===== config.mk =====
export PLATFORM = sky130hd
export DESIGN_NAME = bcd_display_ctrl_flat
export DESIGN_NICKNAME = d
export VERILOG_FILES = /design/src/rtl/bcd_pkg.sv /design/src/rtl/bcd_display_ctrl_if.sv /design/src/rtl/bcd_display_ctrl_display_scan.sv /design/src/rtl/bcd_display_ctrl.sv /design/src/flat_wrapper.sv
export SDC_FILE = /design/constraint.sdc
export NUM_CORES = 1
export LEC_CHECK = 0
export BUFFER_PORTS_ARGS = -buffer_cell sky130_fd_sc_hd__buf_2
export CAP_MARGIN = 30
export CORE_MARGIN = 2
export CORE_UTILIZATION = 50
export CTS_BUF_LIST = sky130_fd_sc_hd__clkbuf_2
export DETAILED_ROUTE_END_ITERATION = 10
export PLACE_DENSITY = 0.68
export SLEW_MARGIN = 20
export SYNTH_ARGS = -nofsm -noshare
export SYNTH_HDL_FRONTEND = slang
export SYNTH_SLANG_ARGS = --single-unit

===== constraint.sdc =====
create_clock -name clk -period 1.67 [get_ports clk]
set_input_delay 0.0835 -clock clk [delete_from_list [all_inputs] [get_ports clk]]
set_output_delay 0.0835 -clock clk [all_outputs]
set_load 0.05 [all_outputs]

===== src/rtl/bcd_pkg.sv =====
// bcd_pkg: shared widths, FSM encoding and per-nibble add-3 helper for the BCD display controller
package bcd_pkg;
  localparam int BIN_W = 9;
  localparam int NUM_DIGITS = 3;
  localparam int BCD_W = 4;
  localparam int ACC_W = NUM_DIGITS * BCD_W;
  localparam logic [BCD_W-1:0] BLANK_CODE = 4'hF;
  typedef enum logic [1:0] {IDLE = 2'd0, SHIFT = 2'd1, DONE = 2'd2} state_t;
  function automatic logic [ACC_W-1:0] add3(input logic [ACC_W-1:0] v);
    logic [ACC_W-1:0] r;
    r = v;
    for (int i = 0; i < NUM_DIGITS; i++)
      r[i*BCD_W +: BCD_W] = (v[i*BCD_W +: BCD_W] >= 4'd5) ? v[i*BCD_W +: BCD_W] + 4'd3 : v[i*BCD_W +: BCD_W];
    return r;
  endfunction
endpackage


===== src/rtl/bcd_display_ctrl_if.sv =====
// bcd_display_ctrl_if: load/busy/done handshake plus multiplexed digit bus
interface bcd_display_ctrl_if;
  import bcd_pkg::*;
  logic [BIN_W-1:0] bin_in;
  logic load;
  logic busy;
  logic done;
  logic [BCD_W-1:0] bcd_digit;
  logic [1:0] digit_sel;
  logic [NUM_DIGITS-1:0] an;
  modport master (output bin_in, load, input busy, done, bcd_digit, digit_sel, an);
  modport slave (input bin_in, load, output busy, done, bcd_digit, digit_sel, an);
endinterface


===== src/rtl/bcd_display_ctrl_display_scan.sv =====
// display_scan: refresh scheduler, leading-zero blanking and registered digit/enable outputs
module display_scan import bcd_pkg::*; #(
  parameter int REFRESH_DIV = 50000,
  parameter bit BLANK_LEADING = 1
) (
  input  logic                  clk,
  input  logic                  rst,
  input  logic [ACC_W-1:0]      i_disp,
  output logic [1:0]            o_digit_sel,
  output logic [NUM_DIGITS-1:0] o_an,
  output logic [BCD_W-1:0]      o_bcd_digit
);
  localparam int CW = $clog2(REFRESH_DIV);
  logic [CW-1:0] r_cnt;
  logic [1:0] r_sel;
  logic [NUM_DIGITS-1:0] r_an;
  logic [BCD_W-1:0] r_bcd, w_h, w_t, w_o, w_nib;
  logic w_wrap, w_blank;
  assign w_h = i_disp[11:8];
  assign w_t = i_disp[7:4];
  assign w_o = i_disp[3:0];
  assign w_wrap = r_cnt == CW'(REFRESH_DIV - 1);
  assign w_nib = (r_sel == 2'd2) ? w_h : (r_sel == 2'd1) ? w_t : w_o;
  assign w_blank = BLANK_LEADING && ((r_sel == 2'd2) ? (w_h == 4'd0) : (r_sel == 2'd1) ? (w_h == 4'd0 && w_t == 4'd0) : 1'b0);
  always_ff @(posedge clk) begin
    if (!rst) begin
      r_cnt <= '0;
      r_sel <= 2'd0;
      r_an <= 3'b110;
      r_bcd <= '0;
    end else begin
      r_cnt <= w_wrap ? '0 : r_cnt + CW'(1);
      if (w_wrap) r_sel <= (r_sel == 2'd2) ? 2'd0 : r_sel + 2'd1;
      r_an <= w_blank ? 3'b111 : ~(3'b001 << r_sel);
      r_bcd <= w_blank ? BLANK_CODE : w_nib;
    end
  end
  assign o_digit_sel = r_sel;
  assign o_an = r_an;
  assign o_bcd_digit = r_bcd;
endmodule


===== src/rtl/bcd_display_ctrl.sv =====
// bcd_display_ctrl: serial double-dabble conversion with load/busy/done handshake feeding a digit scanner
module bcd_display_ctrl import bcd_pkg::*; #(
  parameter int REFRESH_DIV = 50000,
  parameter bit BLANK_LEADING = 1
) (
  input logic clk,
  input logic rst,
  bcd_display_ctrl_if.slave bus
);
  state_t r_state, w_next;
  logic [BIN_W-1:0] r_bin;
  logic [ACC_W-1:0] r_acc, r_disp, w_adj;
  logic [3:0] r_step;
  logic r_done, w_busy;
  assign w_adj = add3(r_acc);
  always_comb begin
    w_next = IDLE;
    w_busy = 1'b0;
    w_next = (r_state == IDLE) ? (bus.load ? SHIFT : IDLE) :
             (r_state == SHIFT) ? ((r_step == 4'(BIN_W - 1)) ? DONE : SHIFT) : IDLE;
    w_busy = r_state == SHIFT;
  end
  // done is registered so it rises in the same cycle the new digits reach the display regs
  always_ff @(posedge clk) begin
    if (!rst) begin
      r_state <= IDLE;
      r_bin <= '0;
      r_acc <= '0;
      r_step <= '0;
      r_disp <= '0;
      r_done <= 1'b0;
    end else begin
      r_state <= w_next;
      r_done <= r_state == DONE;
      if (r_state == IDLE && bus.load) begin
        r_bin <= bus.bin_in;
        r_acc <= '0;
        r_step <= '0;
      end
      if (r_state == SHIFT) begin
        {r_acc, r_bin} <= {w_adj[ACC_W-2:0], r_bin, 1'b0};
        r_step <= r_step + 4'd1;
      end
      if (r_state == DONE) r_disp <= r_acc;
    end
  end
  assign bus.busy = w_busy;
  assign bus.done = r_done;
  display_scan #(.REFRESH_DIV(REFRESH_DIV), .BLANK_LEADING(BLANK_LEADING)) u_scan (
    .clk(clk),
    .rst(rst),
    .i_disp(r_disp),
    .o_digit_sel(bus.digit_sel),
    .o_an(bus.an),
    .o_bcd_digit(bus.bcd_digit)
  );
endmodule


===== src/flat_wrapper.sv =====
// flat-port wrapper written by rule: the top's interface ports become plain ports
module bcd_display_ctrl_flat import bcd_pkg::*;
#(
  parameter int REFRESH_DIV = 50000,
  parameter bit BLANK_LEADING = 1
)
  (clk, rst, bus_bin_in, bus_load, bus_busy, bus_done, bus_bcd_digit, bus_digit_sel, bus_an);
  bcd_display_ctrl_if bus_i ();
  input logic clk;
  input logic rst;
  input wire logic [$bits(bus_i.bin_in)-1:0] bus_bin_in;
  input wire logic [$bits(bus_i.load)-1:0] bus_load;
  output wire logic [$bits(bus_i.busy)-1:0] bus_busy;
  output wire logic [$bits(bus_i.done)-1:0] bus_done;
  output wire logic [$bits(bus_i.bcd_digit)-1:0] bus_bcd_digit;
  output wire logic [$bits(bus_i.digit_sel)-1:0] bus_digit_sel;
  output wire logic [$bits(bus_i.an)-1:0] bus_an;
  assign bus_i.bin_in = bus_bin_in;
  assign bus_i.load = bus_load;
  assign bus_busy = bus_i.busy;
  assign bus_done = bus_i.done;
  assign bus_bcd_digit = bus_i.bcd_digit;
  assign bus_digit_sel = bus_i.digit_sel;
  assign bus_an = bus_i.an;
  bcd_display_ctrl #(.REFRESH_DIV(REFRESH_DIV), .BLANK_LEADING(BLANK_LEADING)) u_core (.clk(clk), .rst(rst), .bus(bus_i));
endmodule

Yosys cells after proc, flatten, opt, wreduce, memory -nomap -nowiden
Index checks and enable logic that the tools add are counted.
- register bits after elaboration: 65
- latch bits: 0
- memory bits (writable): 0
- bits in read-only memories: 0
- input port bits: 12
- logic and storage cells: 59
- memories: 0
- add/sub/neg operators: 6
- $mul: 0
- div/mod/pow operators: 0
- order comparisons: 3
- equal/unequal tests: 6
- shifts and indexed selects: 1
- muxes and demuxes: 20
- bitwise gates (word level): 2
- reductions and logical operators: 9
- operator list (kind ; number):
    2-to-1 mux 4 bit ; 7
    2-to-1 mux 12 bit ; 2
    2-to-1 mux 9 bit ; 2
    adder 16 x 1 -> 16 bit, second input constant ; 1
    == test 16 bit, second input constant ; 1
    >= comparator 4 x 3 -> 1 bit, second input constant ; 3
    adder 4 x 2 -> 4 bit, second input constant ; 2
    logical NOT 4 bit ; 2
    2-to-1 mux 2 bit ; 4
    OR reduction 2 bit ; 3
    adder 4 x 1 -> 4 bit, second input constant ; 1
    == test 2 x 1 -> 1 bit, second input constant ; 2
    == test 2 bit, second input constant ; 2
    == test 4 bit, second input constant ; 1
    2-to-1 mux 1 bit ; 4
    adder 3 x 2 -> 3 bit, second input constant ; 1
    2-to-1 mux 3 bit ; 1
    inverter 3 bit ; 1
    left shift 1 x 2 -> 3 bit, first input constant ; 1
    adder 2 x 1 -> 2 bit, second input constant ; 1
    logical AND 1 bit ; 2
    logical NOT 2 bit ; 1
    nonzero test 2 bit ; 1
    inverter 1 bit ; 1

Depth between registers and ports, before layout
Gate-level depths: netlist of run 1.
- word-level depth: 5
- gate-level depth with buffers: 6

Cells and area by module
Synthesis of run 1 repeated with hierarchy kept, for this count alone.
- cells, all modules: 317
- area, all modules: 2914.0 um^2
- by module, submodules not included (module ; times used ; cells each ; area each (um^2) ; sequential area each (um^2)):
    bcd_display_ctrl ; 1 ; 191 ; 1767.9 ; 800.8
    display_scan ; 1 ; 126 ; 1146.1 ; 500.5

Least setup slack after synthesis of run 1
OpenSTA, ideal clock, no wires.
- kind: flip-flop to flip-flop
- start point: register u_core.u_scan.r_sel[1], in the netlist u_core.u_scan.o_digit_sel[1]
- end point: register u_core.u_scan.r_bcd[0], in the netlist u_core.u_scan.o_bcd_digit[0]
- data arrival time: 1444 ps
- data required time: 1555 ps
- setup slack: 112 ps
- stages on the path, launching flop included: 5
- buffers on the path: 1
- clock period less this slack: 1558 ps
- path through: dfxtp_1 buf_2 mux2i_1 a21oi_1 o21a_1
- word-level cells in the longest chain between the ends: 4
- elaborated cells on any way between the ends: 7
- ends and longest elaborated chain (what ; line ; RTL):
    start: declaration ; bcd_display_ctrl_display_scan.sv:15 ; logic [1:0] r_sel;
    start signal: assignment ; bcd_display_ctrl_display_scan.sv:33 ; if (w_wrap) r_sel <= (r_sel == 2'd2) ? 2'd0 : r_sel + 2'd1;
    == test 2 x 1 -> 1 bit ; bcd_display_ctrl_display_scan.sv:23, bcd_display_ctrl_display_scan.sv:24 ;
    2-to-1 mux 4 bit / 2-to-1 mux 1 bit (equally long branches) (2 in a row) ; bcd_display_ctrl_display_scan.sv:23, bcd_display_ctrl_display_scan.sv:24 ;
    2-to-1 mux 4 bit * ; bcd_display_ctrl_display_scan.sv:35 ; r_bcd <= w_blank ? BLANK_CODE : w_nib;
    end signal: assignment ; bcd_display_ctrl_display_scan.sv:35 ;
    end: declaration ; bcd_display_ctrl_display_scan.sv:17 ; logic [BCD_W-1:0] r_bcd, w_h, w_t, w_o, w_nib;
Mark *: on every way between the ends. The rest lies on a longest branch, timed or not.
A chain may end at the register's enable or synchronous reset.

Worst setup path in the final report of run 1
- start point: register u_core.r_acc[5]
- end point: register u_core.r_acc[6]
- word-level cells in the longest chain between the ends: 3
- elaborated cells on any way between the ends: 4
- ends and longest elaborated chain (what ; line ; RTL):
    start: declaration ; bcd_display_ctrl.sv:12 ; logic [ACC_W-1:0] r_acc, r_disp, w_adj;
    start signal: assignment ; bcd_display_ctrl.sv:41 ; {r_acc, r_bin} <= {w_adj[ACC_W-2:0], r_bin, 1'b0};
    adder 4 x 2 -> 4 bit / >= comparator 4 x 3 -> 1 bit (equally long branches) ; bcd_pkg.sv:13 ; r[i*BCD_W +: BCD_W] = (v[i*BCD_W +: BCD_W] >= 4'd5) ? v[i*BCD_W +: BCD_W] + 4'd3 : v[i*BCD_W +: BCD_W];
    2-to-1 mux 4 bit * ; bcd_pkg.sv:13 ;
    2-to-1 mux 12 bit * ; bcd_display_ctrl.sv:40 ; if (r_state == SHIFT) begin
Marked as above.

==> results of run 1 <==
-- logic make-up after synthesis --
group,synth area share
buffers and inverters,0.0392
xor gates and xnor gates,0.0574
adders and majority gates,0.0388
DFF,0.448
AOI/OAI and AO/OA,0.164
muxes,0.0354
and+or+nand+nor,0.217
-- power by group through the flow --
| stage | sequential [uW] | clock (uW) | combinational [uW] |
|---|---|---|---|
| after floorplan | 1630 | 0 | 117 |
| after global placement | 1630 | 0 | 165 |
| after detailed placement | 1630 | 0 | 168 |
| after CTS | 1600 | 890 | 190 |
| after global routing | 1600 | 965 | 215 |
| final | 1600 | 864 | 192 |
-- cell usage after synthesis, types with 2 or more instances --
library cell,n
a211oi_1,4
a21boi_0,21
a21oi_1,11
a22oi_1,8
a32o_1,3
and2_1,2
and4bb_2,2
buf_2,4
buf_4,3
clkbuf_1,8
dfxtp_1,65
ha_1,9
inv_1,11
mux2_2,2
mux2i_1,8
nand2_1,42
nand2b_1,4
nand3_1,6
nand3b_1,2
nand4_1,2
nand4_2,3
nor2_1,22
nor2b_1,13
nor3_1,6
nor3b_1,2
nor4_1,5
o21a_1,5
o21ai_0,6
o22ai_1,3
o31ai_1,3
o32ai_1,2
xnor2_1,15
xor2_1,4
-- final cells by class --
| type | instances | area [um^2] |
|---|---|---|
| fill | 514 | 2170 |
| multi-input combinational | 224 | 1500 |
| sequential | 65 | 1300 |
| timing repair buffer | 47 | 329 |
| tap | 72 | 90.1 |
| clock buffer | 11 | 55.1 |
| clock inverter | 5 | 46.3 |
| inverter | 11 | 41.3 |
-- worst max-delay path, cell delays in order, from the launching register on --
cell,delay [ns]
dfxtp_1,0.38
inv_1,0.09
ha_1,0.18
nand2b_1,0.14
a21oi_1,0.21
mux2_2,0.35
o21ai_0,0.16
-- final timing paths --
| path | from | slack [ns] | endpoint |
|---|---|---|---|
| setup / recovery | u_core.r_acc[5]$_SDFFE_PN0P_ | 0.1 | u_core.r_acc[6]$_SDFFE_PN0P_ |
| hold / removal | bus_load | 0.21 | u_core.r_state[0]$_SDFF_PN0_ |
| setup reg to reg | u_core.r_acc[5]$_SDFFE_PN0P_ | 0.1 | u_core.r_acc[6]$_SDFFE_PN0P_ |
| hold reg to reg | u_core.r_bin[8]$_SDFFE_PN0P_ | 0.48 | u_core.r_bin[8]$_SDFFE_PN0P_ |
-- timing repair --
action                                 4_1_cts  5_1_grt
buffers inserted                             0        0
resized for setup                            3        4
setup endpoints to repair                    1        6
endpoints found under the hold margin       13        0
hold buffers                                10        0
-- registers in the layout, indices dropped and copies added, names as in the netlist --
name                       flops
u_core.bus.done                1
u_core.r_acc                  12
u_core.r_bin                   9
u_core.r_disp                 12
u_core.r_state                 2
u_core.r_step                  4
u_core.u_scan.o_an             3
u_core.u_scan.o_bcd_digit      4
u_core.u_scan.o_digit_sel      2
u_core.u_scan.r_cnt           16
-- per-layer routing --
layer,global-route usage,share of wire,vias to the layer above
met3,0.0820,0.042,8
li1,-,-,1185
met2,0.304,0.48,37
met5,0,0,-
met1,0.216,0.47,1050
met4,0.0576,0.012,0
-- metrics by stage --
step | cells | setup TNS [ns]
finish | 435 | 0
floorplan | 315 | 0
global placement | 409 | 0
detailed placement | 409 | 0
CTS | 435 | 0
global route | 435 | -0.00630
==> Implementation_results.wiki, run 1 <==
{| class="wikitable"
! Metric !! Value
|-
| Outcome || finished, final reports clean
|-
| Antenna diode count || 0
|-
| Sequential element share of the synthesized area || 0.448
|-
| Synthesized Nets || 336
|-
| Antenna violations before repair || 0
|-
| Number of iterations in the first detailed-routing pass || 4
|-
| Cell area after layout || 3370 um^2
|-
| Worst VDD drop || 0.552 mV
|-
| Largest fanout on the critical path || 4
|-
| Total standard cell area after synthesis || 2900 um^2
|-
| Vertical die dimension || 80.2 um
|-
| Iteration-0 DRC count of the detailed router || 69
|-
| CTS H-Tree Depth || 3
|-
| Average wire per cell in the routed design || 12.4 um
|-
| Logic depth of the worst register-to-register path || 6
|-
| Number of nets in the layout || 379
|-
| P_int || 2010 uW
|-
| Leak pwr || 0.00129 uW
|-
| Fraction of layout cells with a size suffix above 1 || 0.174
|-
| Final estimated routing congestion in global placement || 0.802
|-
| Class of the tightest hold or removal check || in -> reg
|-
| Setup repair after global routing missed its margin || true
|-
| Number of flip-flops and latches in the synthesized netlist || 65
|-
| Highest attainable clock frequency || 636 MHz
|-
| Total global-route track usage || 0.185
|-
| Depth of the worst hold-timing path || 5
|-
| Syn_area_per_cell || 9.21 um^2
|-
| Area after DPL || 3140 um^2
|-
| Number of input and output port buffers inserted || 22
|-
| Final-report setup violation count || 0
|-
| Area inside the core boundary || 5540 um^2
|-
| Commonest cells after routing, fill and taps aside || dfxtp_1, nand2_1, nor2_1, a21boi_0, buf_2
|-
| Fraction of post-synthesis cell area in the top cell type by area || 0.448
|-
| Req. time, crit path || 2.07 ns
|-
| Global-route wire length before repair || 9.34 mm
|-
| Number of slew-limit violations in the final report || 0
|-
| Relative area change from synthesis to final layout || 16.0%
|-
| Count of yosys warnings during synthesis || 0
|-
| Post-synthesis cell type count || 42
|-
| Clock slew at reported path FFs || 0.17 ns
|-
| TritonCTS buffer count || 9
|-
| Kind of capture point of the worst setup path || flip-flop
|-
| Hold Vio Cnt, Final || 0
|-
| CTS sink cnt || 65
|-
| Cell Rows || 27
|-
| Design Power || 2660 uW
|-
| Power density normalized to cell area || 789 nW/um^2
|-
| Clock tree from TritonCTS || yes
|-
| Ratio of final minimum period to clock period || 0.942
|-
| Horizontal die dimension || 80.2 um
|-
| Number of max-cap violations || 0
|-
| Via-to-Cell Ratio || 5.24
|-
| Pin count of the biggest net entering global routing || 26
|-
| Total number of vias || 2280
|-
| Number of global-route vias before repair || 2132
|-
| Cell at the root of the clock tree || clkbuf_2
|-
| Most common flop cell mapped by yosys || dfxtp_1
|-
| DP Worst Slack || 0.0927 ns
|-
| Routed Antenna Nets || 0
|-
| Switching power || 641 uW
|-
| Hold Worst Slack || 0.214 ns
|-
| Die Outline Area || 6430 um^2
|-
| Sequential group share of total power || 0.602
|-
| EDFF count, synth || 0
|-
| Source-to-sink clock delay at the later pin of the worst-skew pair || 0.48 ns
|-
| Detailed-route wire length || 5.39 mm
|-
| Post-synth ARST share || 0
|-
| Final critical-path required period || 1.57 ns
|-
| Ranking of synthesized cells by area || dfxtp_1, a21boi_0, nand2_1
|-
| Remaining global-route overflow || 0
|-
| Maximum number of buffers from clock root to sink || 2
|-
| Leading area contributor after synthesis || dfxtp_1
|-
| Arrival time of the worst setup path || 1.97 ns
|-
| Final Worst Setup Slack || 0.0967 ns
|-
| Initial core utilization || 0.524
|-
| Largest clock skew in the final design || 0.0220 ns
|-
| Share of power burned in combinational logic || 0.072
|-
| Count of boundary I/O pins || 23
|-
| Most common library cell in the layout ignoring fill and taps || dfxtp_1
|-
| HPWL after DPL || 3.77 mm
|-
| Final Core Density || 0.608
|-
| Number of instances in the synthesized netlist || 315
|-
| Fraction of power consumed by the clock network || 0.325
|-
| Slew margin rel. || 0.691
|-
| DRC violations left || 0
|-
| Setup crit start kind || flip-flop
|-
| Switching part of the total power || 0.241
|-
| Path type of the worst setup path || reg -> reg
|-
| Transition time of the tightest slew-check pin || 0.463 ns
|}
Note: power is estimated with default switching activity, not from simulation.
==> inputs of run 2 (changes only) <==
--- a/config.mk
+++ b/config.mk
@@ -7,7 +7,6 @@
 export LEC_CHECK = 0
 export BUFFER_PORTS_ARGS = -buffer_cell sky130_fd_sc_hd__buf_2
 export CAP_MARGIN = 30
-export CORE_MARGIN = 2
 export CORE_UTILIZATION = 50
 export CTS_BUF_LIST = sky130_fd_sc_hd__clkbuf_2
 export DETAILED_ROUTE_END_ITERATION = 10
==> run 2 against run 1 <==
  * Setup slack improved by 0.026 ns
  * Global-route usage increased by 1.3 points
  * Sequential power about the same
  * Clock power decreased by 21%
  * Combinational power decreased by 4%
  * Die area decreased by 4.9%
  * Via count decreased by 2.0%
  * Design area decreased by 2.0%
  * Register-to-register slack improved by 0.03 ns
  * Fmax increased by 1.7%
  * Critical path type is now reg -> out
  * Critical endpoint is now bus_busy
==> Implementation_results.wiki, run 2 (same netlist as run 1, synthesis figures left out) <==
{| class="wikitable"
! Metric !! Value
|-
| Fraction of layout cells with a size suffix above 1 || 0.165 (was 0.174)
|-
| Average wire per cell in the routed design || 12.4 um (about the same)
|-
| Class of the tightest hold or removal check || in -> reg (unchanged)
|-
| Largest clock skew in the final design || 0.0145 ns (was 0.0220 ns)
|-
| Slew margin rel. || 0.631 (was 0.691)
|-
| Path type of the worst setup path || reg -> out (was reg -> reg)
|-
| Outcome || finished, final reports clean (unchanged)
|-
| Final estimated routing congestion in global placement || 0.817 (was 0.802)
|-
| Remaining global-route overflow || 0 (unchanged)
|-
| Max reg flops || 16 (unchanged)
|-
| Most flops, register || u_core.u_scan.r_cnt (unchanged)
|-
| HPWL after DPL || 3.69 mm (was 3.77 mm)
|-
| CTS sink cnt || 65 (unchanged)
|-
| Number of iterations in the first detailed-routing pass || 5 (was 4)
|-
| CTS H-Tree Depth || 3 (unchanged)
|-
| Relative area change from synthesis to final layout || 13.7% (was 16.0%)
|-
| Final-report setup violation count || 0 (unchanged)
|-
| Leak pwr || 0.00126 uW (was 0.00129 uW)
|-
| Power density normalized to cell area || 748 nW/um^2 (was 789 nW/um^2)
|-
| Antenna diode count || 0 (unchanged)
|-
| Largest fanout on the critical path || 15 (was 4)
|-
| Cell Rows || 27 (unchanged)
|-
| Number of nets in the layout || 376 (was 379)
|-
| Hold Vio Cnt, Final || 0 (unchanged)
|-
| Largest registers || u_core.u_scan.r_cnt x16, u_core.r_acc x12, u_core.r_disp x12 (unchanged)
|-
| Transition time of the tightest slew-check pin || 0.551 ns (was 0.463 ns)
|-
| Source-to-sink clock delay at the later pin of the worst-skew pair || 0.47 ns (was 0.48 ns)
|-
| Commonest cells after routing, fill and taps aside || dfxtp_1, nand2_1, nor2_1 (was dfxtp_1, nand2_1, nor2_1, a21boi_0, buf_2)
|-
| Total number of vias || 2234 (was 2280)
|-
| Vertical die dimension || 78.2 um (was 80.2 um)
|-
| Maximum number of buffers from clock root to sink || 2 (unchanged)
|-
| Final Core Density || 0.596 (was 0.608)
|-
| DRC violations left || 0 (unchanged)
|-
| Setup crit start kind || flip-flop (unchanged)
|-
| Worst VDD drop || 0.352 mV (was 0.552 mV)
|-
| Count of boundary I/O pins || 23 (unchanged)
|-
| Highest attainable clock frequency || 646 MHz (was 636 MHz)
|-
| Via-to-Cell Ratio || 5.21 (was 5.24)
|-
| Initial core utilization || 0.524 (unchanged)
|-
| Total global-route track usage || 0.198 (was 0.185)
|-
| Number of max-cap violations || 0 (unchanged)
|-
| Arrival time of the worst setup path || 1.46 ns (was 1.97 ns)
|-
| Horizontal die dimension || 78.2 um (was 80.2 um)
|-
| Number of slew-limit violations in the final report || 0 (unchanged)
|-
| Detailed-route wire length || 5.32 mm (was 5.39 mm)
|-
| Pin count of the biggest net entering global routing || 26 (unchanged)
|-
| Setup repair after global routing missed its margin || false (was true)
|-
| DP Worst Slack || 0.135 ns (was 0.0927 ns)
|-
| Global-route wire length before repair || 9.57 mm (was 9.34 mm)
|-
| Final critical-path required period || 1.55 ns (was 1.57 ns)
|-
| Number of input and output port buffers inserted || 22 (unchanged)
|-
| TritonCTS buffer count || 9 (unchanged)
|-
| Ratio of final minimum period to clock period || 0.927 (was 0.942)
|-
| Area inside the core boundary || 5540 um^2 (unchanged)
|-
| Clock tree from TritonCTS || yes (unchanged)
|-
| Die Outline Area || 6110 um^2 (was 6430 um^2)
|-
| Cell at the root of the clock tree || clkbuf_2 (unchanged)
|-
| Final Worst Setup Slack || 0.123 ns (was 0.0967 ns)
|-
| Placed insts || 406 (was 409)
|-
| Routed Antenna Nets || 0 (unchanged)
|-
| Kind of capture point of the worst setup path || primary output (was flip-flop)
|-
| Sum of negative setup slack || 0 ns (unchanged)
|-
| Number of global-route vias before repair || 2190 (was 2132)
|-
| Req. time, crit path || 1.59 ns (was 2.07 ns)
|-
| Iteration-0 DRC count of the detailed router || 77 (was 69)
|-
| Count of fill cells added during filler insertion || 510 (was 514)
|-
| Layout Cells excl Fill || 429 (was 435)
|-
| Antenna violations before repair || 0 (unchanged)
|-
| Clock slew at reported path FFs || 0.14 ns (was 0.17 ns)
|-
| Most common library cell in the layout ignoring fill and taps || dfxtp_1 (unchanged)
|-
| Buffers inserted during post-CTS setup optimization || 0 (unchanged)
|}
-- run 2: cell count changes in the layout (fill, tap and decap cells not counted) --
cell       delta
buf_4         -4
buf_6         +1
bufinv_16     -1
clkinv_1      -2
dfxtp_1       -2
dfxtp_2       +2
nor2_1        +1
nor2_2        -1
nor2b_2       +1
nor2b_4       -1
nor4_1        +1
nor4_2        -1
-- run 2: layout make-up --
class                      count  area, um^2  share of cell area
multi-input combinational    224        1490               0.451
sequential                    65        1310               0.396
timing repair buffer          44         310              0.0940
tap                           72        90.1              0.0273
clock buffer                  11        55.1              0.0167
inverter                      11        41.3              0.0125
clock inverter                 2        8.76             0.00265
-- run 2: per-layer routing --
| metal | wire length [um] | part of all wire | track usage | vias up |
|---|---|---|---|---|
| met5 | 0 | 0 | 0 | - |
| li1 | - | - | - | 1170 |
| met4 | 123 | 0.023 | 0.111 | 0 |
| met2 | 2450 | 0.46 | 0.326 | 26 |
| met1 | 2610 | 0.49 | 0.242 | 1026 |
| met3 | 137 | 0.026 | 0.0395 | 12 |
-- run 2: path summary, 6_finish.rpt --
check,slack (ns),depth (start not counted),from,endpoint
worst max-delay path,0.12,4,u_core.r_state[0]$_SDFF_PN0_,bus_busy
worst max register to register,0.12,5,u_core.r_state[0]$_SDFF_PN0_,u_core.r_acc[3]$_SDFFE_PN0P_
worst min-delay path,0.23,5,bus_load,u_core.r_state[0]$_SDFF_PN0_
worst min register to register,0.46,1,u_core.u_scan.r_cnt[0]$_SDFF_PP0_,u_core.u_scan.r_cnt[0]$_SDFF_PP0_
-- run 2: report_power, final --
part | switching [uW] | leakage (uW) | internal (uW)
logic | 97.3 | 0.000680 | 86.3
clock network | 507 | 0.0000512 | 179
registers | 19.7 | 0.000527 | 1580
-- run 2: critical path, cell delays in order (launching register included) --
cell	delay, ns
dfxtp_2	0.37
nor2b_2	0.15
buf_6	0.16
buf_4	0.16
buf_6	0.16
-- run 2: repair_timing --
action | 4_1_cts | 5_1_grt
hold buffers | 10 | 0
endpoints found under the hold margin | 13 | 0
resized for setup | 2 | 5
endpoints found under the setup margin | 1 | 6
-- run 2: per-stage QoR --
stage | area (um^2) | total power [uW] | hold slack [ns]
floorplan | 2900 | 1740 | 0.292
global placement | 3120 | 1790 | 0.386
detailed placement | 3120 | 1790 | 0.399
CTS | 3290 | 2490 | 0.210
global route | 3300 | 2600 | 0.214
finish | 3300 | 2470 | 0.228
